## src/rtl/quantser_ctrl_pkg.sv

```systemverilog
// Shared definitions for the quantser job controller: parameter defaults,
// derived field widths and the controller state encoding.
package quantser_ctrl_pkg;

  localparam int BDIN_DEF     = 32;
  localparam int BDOUTMAX_DEF = 32;
  localparam int AWIDTH_DEF   = 9;
  localparam int CNTW_DEF     = 16;

  localparam int MAXBDIP = $clog2(BDIN_DEF);
  localparam int MAXBDOP = $clog2(BDOUTMAX_DEF);

  typedef enum logic [2:0] {
    S_IDLE  = 3'd0,
    S_FETCH = 3'd1,
    S_LOAD  = 3'd2,
    S_START = 3'd3,
    S_SHIFT = 3'd4,
    S_DONE  = 3'd5
  } state_e;

endpackage

```

## src/rtl/quantser_ctrl_if.sv

```systemverilog
// Job-request handshake bundle: the requester drives a job description,
// the controller answers with cfg_ready.
interface quantser_ctrl_if
  import quantser_ctrl_pkg::*;
#(
  parameter int AWIDTH = AWIDTH_DEF,
  parameter int CNTW   = CNTW_DEF,
  parameter int MSBW   = MAXBDIP,
  parameter int BDW    = MAXBDOP
) ();

  logic              cfg_valid;
  logic              cfg_ready;
  logic [AWIDTH-1:0] cfg_baddr;
  logic [CNTW-1:0]   cfg_len;
  logic [MSBW-1:0]   cfg_msbidx;
  logic [BDW-1:0]    cfg_bdout;

  modport master (
    output cfg_valid, cfg_baddr, cfg_len, cfg_msbidx, cfg_bdout,
    input  cfg_ready
  );

  modport slave (
    input  cfg_valid, cfg_baddr, cfg_len, cfg_msbidx, cfg_bdout,
    output cfg_ready
  );

endinterface

```

## src/rtl/quantser_ctrl.sv

```systemverilog
// Job controller for an external quantser: reads words from a buffer, loads and
// starts the quantser, and frames the serial bits it shifts out for each word.
module quantser_ctrl
  import quantser_ctrl_pkg::*;
#(
  parameter  int BDIN     = BDIN_DEF,
  parameter  int BDOUTMAX = BDOUTMAX_DEF,
  parameter  int AWIDTH   = AWIDTH_DEF,
  parameter  int CNTW     = CNTW_DEF,
  localparam int MSBW     = $clog2(BDIN),
  localparam int BDW      = $clog2(BDOUTMAX)
) (
  input  logic              clk,
  input  logic              rst_n,
  quantser_ctrl_if.slave    cfg,
  input  logic              abort,
  output logic              rd_en,
  output logic [AWIDTH-1:0] rd_addr,
  input  logic [BDIN-1:0]   rd_data,
  output logic              qs_clr,
  output logic              qs_start,
  output logic [BDIN-1:0]   qs_din,
  output logic [MSBW-1:0]   qs_msbidx,
  output logic [BDW-1:0]    qs_bdout,
  output logic              ser_valid,
  output logic              ser_last,
  output logic              busy,
  output logic              done,
  output logic              err
);

  state_e            state_q, state_d;
  logic [AWIDTH-1:0] addr_q, addr_d;
  logic [CNTW-1:0]   words_q, words_d;
  logic [BDW-1:0]    bit_q, bit_d;
  logic [MSBW-1:0]   msbidx_q, msbidx_d;
  logic [BDW-1:0]    bdout_q, bdout_d;
  logic [BDIN-1:0]   din_q, din_d;
  logic              err_q, err_d;
  logic              rstclr_q;
  logic              abclr_q;

  logic accept_s, reject_s, abort_s, last_bit_s, last_word_s;

  assign accept_s    = cfg.cfg_valid & cfg.cfg_ready;
  assign reject_s    = (cfg.cfg_len == '0) | (int'(cfg.cfg_bdout) > int'(cfg.cfg_msbidx));
  assign abort_s     = abort & (state_q != S_IDLE);
  assign last_bit_s  = (bit_q == bdout_q);
  assign last_word_s = (words_q == CNTW'(1));

  // Next-state and datapath update; an abort outside IDLE overrides everything.
  always_comb begin
    state_d  = state_q;
    addr_d   = addr_q;
    words_d  = words_q;
    bit_d    = bit_q;
    msbidx_d = msbidx_q;
    bdout_d  = bdout_q;
    din_d    = din_q;
    err_d    = err_q;
    if (abort_s) begin
      state_d = S_IDLE;
    end else begin
      case (state_q)
        S_IDLE: begin
          if (accept_s) begin
            addr_d   = cfg.cfg_baddr;
            words_d  = cfg.cfg_len;
            msbidx_d = cfg.cfg_msbidx;
            bdout_d  = cfg.cfg_bdout;
            err_d    = reject_s;
            state_d  = reject_s ? S_DONE : S_FETCH;
          end else begin
            err_d = 1'b0;
          end
        end
        S_FETCH: state_d = S_LOAD;
        S_LOAD: begin
          din_d   = rd_data;
          state_d = S_START;
        end
        S_START: begin
          bit_d   = '0;
          state_d = S_SHIFT;
        end
        S_SHIFT: begin
          if (!last_bit_s) begin
            bit_d = bit_q + BDW'(1);
          end else if (last_word_s) begin
            state_d = S_DONE;
          end else begin
            // Address wraps naturally at the buffer size.
            words_d = words_q - CNTW'(1);
            addr_d  = addr_q + AWIDTH'(1);
            state_d = S_FETCH;
          end
        end
        S_DONE:  state_d = S_IDLE;
        default: state_d = S_IDLE;
      endcase
    end
  end

  // State and datapath registers; rstclr_q keeps the quantser cleared one cycle past reset.
  always_ff @(posedge clk or negedge rst_n) begin
    if (!rst_n) begin
      state_q  <= S_IDLE;
      addr_q   <= '0;
      words_q  <= '0;
      bit_q    <= '0;
      msbidx_q <= '0;
      bdout_q  <= '0;
      din_q    <= '0;
      err_q    <= 1'b0;
      rstclr_q <= 1'b1;
      abclr_q  <= 1'b0;
    end else begin
      state_q  <= state_d;
      addr_q   <= addr_d;
      words_q  <= words_d;
      bit_q    <= bit_d;
      msbidx_q <= msbidx_d;
      bdout_q  <= bdout_d;
      din_q    <= din_d;
      err_q    <= err_d;
      rstclr_q <= 1'b0;
      abclr_q  <= abort_s;
    end
  end

  assign cfg.cfg_ready = (state_q == S_IDLE) & ~rstclr_q;
  assign busy          = (state_q != S_IDLE);
  assign rd_en         = (state_q == S_FETCH) & ~abort_s;
  assign rd_addr       = addr_q;
  assign qs_start      = (state_q == S_START) & ~abort_s;
  assign ser_valid     = (state_q == S_SHIFT) & ~abort_s;
  assign ser_last      = ser_valid & last_bit_s & last_word_s;
  assign done          = (state_q == S_DONE) & ~abort_s;
  assign err           = done & err_q;
  assign qs_clr        = rstclr_q | abclr_q;
  assign qs_din        = din_q;
  assign qs_msbidx     = msbidx_q;
  assign qs_bdout      = bdout_q;

endmodule

```

## src/flat_wrapper.sv

```systemverilog
// flat-port wrapper written by rule: the top's interface ports become plain ports
module quantser_ctrl_flat import quantser_ctrl_pkg::*;
#(
  parameter  int BDIN     = BDIN_DEF,
  parameter  int BDOUTMAX = BDOUTMAX_DEF,
  parameter  int AWIDTH   = AWIDTH_DEF,
  parameter  int CNTW     = CNTW_DEF,
  localparam int MSBW     = $clog2(BDIN),
  localparam int BDW      = $clog2(BDOUTMAX)
)
  (clk, rst_n, abort, rd_en, rd_addr, rd_data, qs_clr, qs_start, qs_din, qs_msbidx, qs_bdout, ser_valid, ser_last, busy, done, err, cfg_cfg_valid, cfg_cfg_baddr, cfg_cfg_len, cfg_cfg_msbidx, cfg_cfg_bdout, cfg_cfg_ready);
  quantser_ctrl_if #(.AWIDTH(AWIDTH), .CNTW(CNTW)) cfg_i ();
  input  logic clk;
  input  logic rst_n;
  input  logic abort;
  output logic rd_en;
  output logic [AWIDTH-1:0] rd_addr;
  input  logic [BDIN-1:0] rd_data;
  output logic qs_clr;
  output logic qs_start;
  output logic [BDIN-1:0] qs_din;
  output logic [MSBW-1:0] qs_msbidx;
  output logic [BDW-1:0] qs_bdout;
  output logic ser_valid;
  output logic ser_last;
  output logic busy;
  output logic done;
  output logic err;
  input wire logic [$bits(cfg_i.cfg_valid)-1:0] cfg_cfg_valid;
  input wire logic [$bits(cfg_i.cfg_baddr)-1:0] cfg_cfg_baddr;
  input wire logic [$bits(cfg_i.cfg_len)-1:0] cfg_cfg_len;
  input wire logic [$bits(cfg_i.cfg_msbidx)-1:0] cfg_cfg_msbidx;
  input wire logic [$bits(cfg_i.cfg_bdout)-1:0] cfg_cfg_bdout;
  output wire logic [$bits(cfg_i.cfg_ready)-1:0] cfg_cfg_ready;
  assign cfg_i.cfg_valid = cfg_cfg_valid;
  assign cfg_i.cfg_baddr = cfg_cfg_baddr;
  assign cfg_i.cfg_len = cfg_cfg_len;
  assign cfg_i.cfg_msbidx = cfg_cfg_msbidx;
  assign cfg_i.cfg_bdout = cfg_cfg_bdout;
  assign cfg_cfg_ready = cfg_i.cfg_ready;
  quantser_ctrl #(.BDIN(BDIN), .BDOUTMAX(BDOUTMAX), .AWIDTH(AWIDTH), .CNTW(CNTW)) u_core (.clk(clk), .rst_n(rst_n), .cfg(cfg_i), .abort(abort), .rd_en(rd_en), .rd_addr(rd_addr), .rd_data(rd_data), .qs_clr(qs_clr), .qs_start(qs_start), .qs_din(qs_din), .qs_msbidx(qs_msbidx), .qs_bdout(qs_bdout), .ser_valid(ser_valid), .ser_last(ser_last), .busy(busy), .done(done), .err(err));
endmodule
```

## config.mk

```make
export PLATFORM = sky130hd
export DESIGN_NAME = quantser_ctrl_flat
export DESIGN_NICKNAME = d
export VERILOG_FILES = /design/src/rtl/quantser_ctrl_pkg.sv /design/src/rtl/quantser_ctrl_if.sv /design/src/rtl/quantser_ctrl.sv /design/src/flat_wrapper.sv
export SDC_FILE = /design/constraint.sdc
export NUM_CORES = 1
export LEC_CHECK = 0
export CORE_MARGIN = 4
export CORE_UTILIZATION = 47
export CTS_CLUSTER_SIZE = 8
export DETAILED_ROUTE_END_ITERATION = 10
export GPL_ROUTABILITY_DRIVEN = 0
export PLACE_DENSITY = 0.81
export SLEW_MARGIN = 10
export SYNTH_ARGS = -nofsm -noshare
export SYNTH_HDL_FRONTEND = slang
export SYNTH_SLANG_ARGS = --single-unit
```

## constraint.sdc

```tcl
create_clock -name clk -period 2.6 [get_ports clk]
set_clock_uncertainty 0.1 [all_clocks]
set_input_delay 0.52 -clock clk [delete_from_list [all_inputs] [get_ports clk]]
set_output_delay 0.52 -clock clk [all_outputs]
set_load 0.05 [all_outputs]
```

# After elaboration in Yosys (flattened, before gate mapping)
# Index checks and enable logic that the tools add are counted.
[totals]
regBits = 78
in_bits = 71
output_inout_bits = 60
elab_cells = 69
[op_classes]
n_reduce_logical = 11
n_lt_le_gt_ge = 1
n_eq_ne = 13
add_sub_neg = 3
bitwise_logic = 14
n_mux = 17
[ops]
columns = ["cell", "count"]
rows = [
  ["16-bit 2-to-1 mux", 3],
  ["16-bit case mux with 2 select lines", 1],
  ["9-bit 2-to-1 mux", 3],
  ["9-bit case mux with 2 select lines", 1],
  ["16-bit by 1-bit == test with 1-bit output (second input constant)", 1],
  ["16-bit zero test", 1],
  ["16-bit by 1-bit subtractor with 16-bit output (second input constant)", 1],
  ["3-bit 2-to-1 mux", 5],
  ["3-bit case mux with 5 select lines", 1],
  ["1-bit AND", 10],
  ["5-bit case mux with 2 select lines", 1],
  ["9-bit by 1-bit adder with 9-bit output (second input constant)", 1],
  ["3-bit by 2-bit == test with 1-bit output (second input constant)", 2],
  ["3-bit == test (second input constant)", 2],
  ["3-bit by 1-bit inequality test with 1-bit output (second input constant)", 2],
  ["2-bit AND reduction", 3],
  ["3-bit AND reduction", 2],
  ["5-bit by 1-bit adder with 5-bit output (second input constant)", 1],
  ["5-bit == test", 1],
  ["5-bit greater-than comparator", 1],
  ["5-bit 2-to-1 mux", 1],
  ["5-bit AND reduction", 1],
  ["2-bit by 1-bit inequality test with 1-bit output (second input constant)", 2],
  ["2-bit inequality test (second input constant)", 2],
  ["7 further kinds", 10],
]

# Longest topological paths before layout
[logic_depth]
word_depth = 6
mapped_depth = 8
mapped_depth_nobuf = 7

# Worst setup path after synthesis
# No wires, ideal clock.
[synth_timing]
kind = "register to output"
start = "register u_core.bdout_q[1] (netlist: u_core.qs_bdout[1])"
end = "output ser_last"
stages_incl_launch_ff = 5
t_arrival_ps = 2502
t_required_ps = 1980
path_buffers = 0
slack_ps = -522
cell_sequence = "dfrtp_1 xor2_1 nor3_2 nand2_1 nor3_1"
[synth_between]
elab_chain_len = 3
[synth_lines]
columns = ["item", "line", "text"]
rows = [
  ["start: declaration", "quantser_ctrl.sv:37", "logic [BDW-1:0] bdout_q, bdout_d;"],
  ["start signal: assignment", "quantser_ctrl.sv:123", "bdout_q <= bdout_d;"],
  ["5-bit == test", "quantser_ctrl.sv:48", "assign last_bit_s = (bit_q == bdout_q);"],
  ["1-bit AND (2 in a row)", "quantser_ctrl.sv:137", "assign ser_last = ser_valid & last_bit_s & last_word_s;"],
  ["end: declaration", "flat_wrapper.sv:25", "output logic ser_last;"],
]
# Every way passes these cells.

# Worst setup path in the final report
[layout_timing]
start = "register u_core.words_q[9]"
end = "output ser_last"
[layout_between]
elab_chain_len = 2
[layout_lines]
columns = ["item", "line", "text"]
rows = [
  ["start: declaration", "quantser_ctrl.sv:34", "logic [CNTW-1:0] words_q, words_d;"],
  ["start signal: assignment", "quantser_ctrl.sv:120", "words_q <= words_d;"],
  ["16-bit by 1-bit == test with 1-bit output", "quantser_ctrl.sv:49", "assign last_word_s = (words_q == CNTW'(1));"],
  ["1-bit AND", "quantser_ctrl.sv:137", ""],
]
# Every way passes these cells.

==> metrics.md <==
| Metric | Value |
|---|---|
| FF+latch count, synth | 78 |
| Antenna Nets Post-Route | 0 |
| Slew Limit Headroom | 58.6% |
| Congestion Overflow GR | 0 |
| Diode count | 0 |
| DR WL/cell | 17.9 microns |
| Critical path required time | 1.98 ns |
| RSZ-0062 raised after global routing | true |
| Violated checks | setup timing |
| I/O Buffers | 130 |
| Share of the synthesized area in the top cell type | 47.1% |
| Max-slew violation count | 0 |
| Worst Tran Pin Value | 0.622 ns |
| Die Y | 101 microns |
| Drt total wl | 11500 microns |
| Share of cells above drive strength 1 | 21.5% |
| DPL Wire Length | 8560 microns |
| Final Critical Period | 2.69 ns |
| Num CTS Buffers | 9 |
| Synth cell count leaders | dfrtp_1 (77), mux2_2 (38), nor2_1 (30) |
| Die ar. | 10300 sq um |
| CP max stage cell | or4_4 |
| Kind of critical path | register to output pin |
| Synth area leader | dfrtp_1 |
| Die width | 101 microns |
| Hold Crit Class | input pin to asynchronous set/reset pin |
| Core area | 8340 sq um |
| Top cell by count, worst path | nor3_4 |
| CP Launch Point | u_core.words_q[9]$_DFFE_PN0P_ |
| Crit path DAT | 2.07 ns |
| Skew-Pair Late Insertion Delay | 0.35 ns |
| Vias | 3670 |
| CP top delay family | simple AND/OR/NAND/NOR gates |
| Primary FF master, synth | dfrtp_1 |
| Nets@finish | 611 |
| Cell Pwr Density | 1320 nW/um^2 |
| Register area share after synthesis | 47.7% |
| CP Launch Type | register |
| Count leader, synth | dfrtp_1 |
| Post-synth EDFFs | 0 |
| Yosys Warn Count | 0 |
| Total power draw | 7900 uW |
| Clock root cell | clkbuf_8 |
| Final hold viol count | 0 |
| Number of remaining DRC errors | 0 |
| Largest net degree at the start of global routing | 46 |
| Placed insts | 621 |
| Vias in the first global route | 3882 |
| F_max | 0.372 GHz |
| DRT iter0 DRCs | 142 |
| Final setup vio count | 1 |
| Final period utilization | 103% |
| PnR worst setup slack | -0.0898 ns |
| Tot GR Track Use | 23.8% |
| Non-Filler Instances | 641 |
| DR vias/cell | 5.73 |
| Worst Setup End Kind | output pin |
| Rows | 33 |
| Crit-path cells | or4_4 > nor3_4 > nand3_2 > nor3_4 > buf_12 |
| Leak | 0.00248 uW |
| Synth area leaders | dfrtp_1 (47%), mux2_2 (10%), ha_1 (2.8%) |
| Maximum root-to-sink buffer count | 2 |
| Cell Area, Synth | 4090 sq um |
| Mapped Cells | 388 |
| Fill cells | 626 |
| Status | finished with violations |
| Reg2reg start | u_core.words_q[9]$_DFFE_PN0P_ |
| Hold_buf cts | 0 |
| Clock sink count | 78 |
| WP buf/inv | 1 |
| CTS tree | built |
| Starting density of the core | 49.1% |
| Max incr delay on CP | 0.56 ns |
| Layout area overhead | 46.0% |
| Max Cap Viol | 0 |
| I/O pins | 131 |
| Maximum vdd drop | 1000 uV |
| Asr flop ratio synth | 100% |
| Mapped Nets | 468 |
| Global-route wire length before repair | 19000 microns |
| Mapped Avg Cell Area | 10.6 sq um |
| TNS Setup | -0.0898 ns |
| Initial DRT Pass Iterations | 5 |
| Antenna violations before repair | 0 |
| Clk pin slew, worst setup/hold paths | 0.09 ns |
| Crit-path max FO | 3 |
| CTS H-Tree Depth | 3 |
| Post-synth cell types | 61 |
metrics by stage:
stage          hold WS [ns]  util, %  instance area (sq um)  setup WS (ns)
3_3_place_gp          0.355     68.4                   5710        -0.0530
2_1_floorplan         0.124        -                   4100         -0.101
3_5_place_dp          0.380     68.4                   5710         -0.105
5_1_grt               0.106     71.7                   5980         -0.160
4_1_cts              0.0849     71.4                   5960        -0.0631
6_report             0.0728     71.7                   5980        -0.0898
flip-flops by register name, summed over array words and instances, names as in the netlist:
name,count
u_core.words_q,16
u_core.abclr_q,1
u_core.rd_addr,9
u_core.qs_din,32
u_core.qs_msbidx,5
u_core.bit_q,5
u_core.qs_bdout,5
u_core.rstclr_q,1
u_core.err_q,1
u_core.state_q,3
power breakdown:
group,switching [uW],leakage (uW),internal [uW]
Sequential,493,0.000940,1790
Combinational,2790,0.00143,1780
Clock,478,0.000110,574
final cells by class:
type	instances	area, sq um	area share [%]
clock buffers	10	138	2.30
clock inverters	6	92.6	1.55
inverters	12	45.0	0.753
multi-input cells	273	2000	33.4
flip-flops and latches	78	1950	32.7
well taps	105	131	2.20
repair buffers	157	1620	27.1
timing repair:
item | in CTS | in global routing
endpoints found under the setup margin | 1 | 1
resized for setup | 3 | 0
buffers inserted | 1 | 3
pin swaps | 1 | 3
worst reg2reg max path, stage by stage, from the launching register on:
cell and delay (ns):
dfrtp_1 0.41, or4_4 0.56, nor3_4 0.24, buf_4 0.14, buf_4 0.14, a31o_4 0.18
a21oi_4 0.05, buf_4 0.18, a221oi_1 0.31
cells by family after synthesis:
logic type | Yosys count | synth area share (%)
other | 1 | 0.0916
adders and majority gates | 9 | 2.75
xor gates and xnor gates | 6 | 1.28
buffers and inverters | 37 | 4.22
AOI/OAI and AO/OA | 91 | 15.9
muxes | 43 | 11.8
and+or+nand+nor | 123 | 16.3
DFF | 78 | 47.7
cell usage in the layout, fill, tap and decap left out, types with 5 or more instances in the layout:
cell / count
nor2_1: 28
nand3_1: 9
o21ai_0: 20
ha_1: 9
nor4_1: 8
a21oi_1: 15
clkbuf_8: 10
dfrtp_1: 76
nor3_1: 5
o22ai_1: 8
buf_12: 11
inv_1: 12
buf_4: 25
nand4_1: 9
a31oi_1: 9
a2bb2oi_1: 8
nand2_1: 28
mux2_2: 38
clkdlybuf4s50_1: 121
routing by layer:
layer,vias up,part of all wire (%),GRT usage (%)
met2,175,48,38.8
met3,20,12,9.99
met4,0,2.0,8.18
li1,1712,-,-
met1,1763,39,28.3
met5,-,0,0
path summary, 6_finish.rpt:
path	cells after the start	slack (ns)	to
max	5	-0.09	ser_last
min	1	0.07	u_core.words_q[8]$_DFFE_PN0P_
max reg2reg	8	0.18	u_core.rd_addr[5]$_DFFE_PN0P_
min reg2reg	1	0.40	u_core.err_q$_DFFE_PN0P_
max in group asynchronous	2	1.69	u_core.rstclr_q$_DFF_PN1_
min in group clk	1	0.40	u_core.err_q$_DFFE_PN0P_
Power figures use the tool's default switching activity.
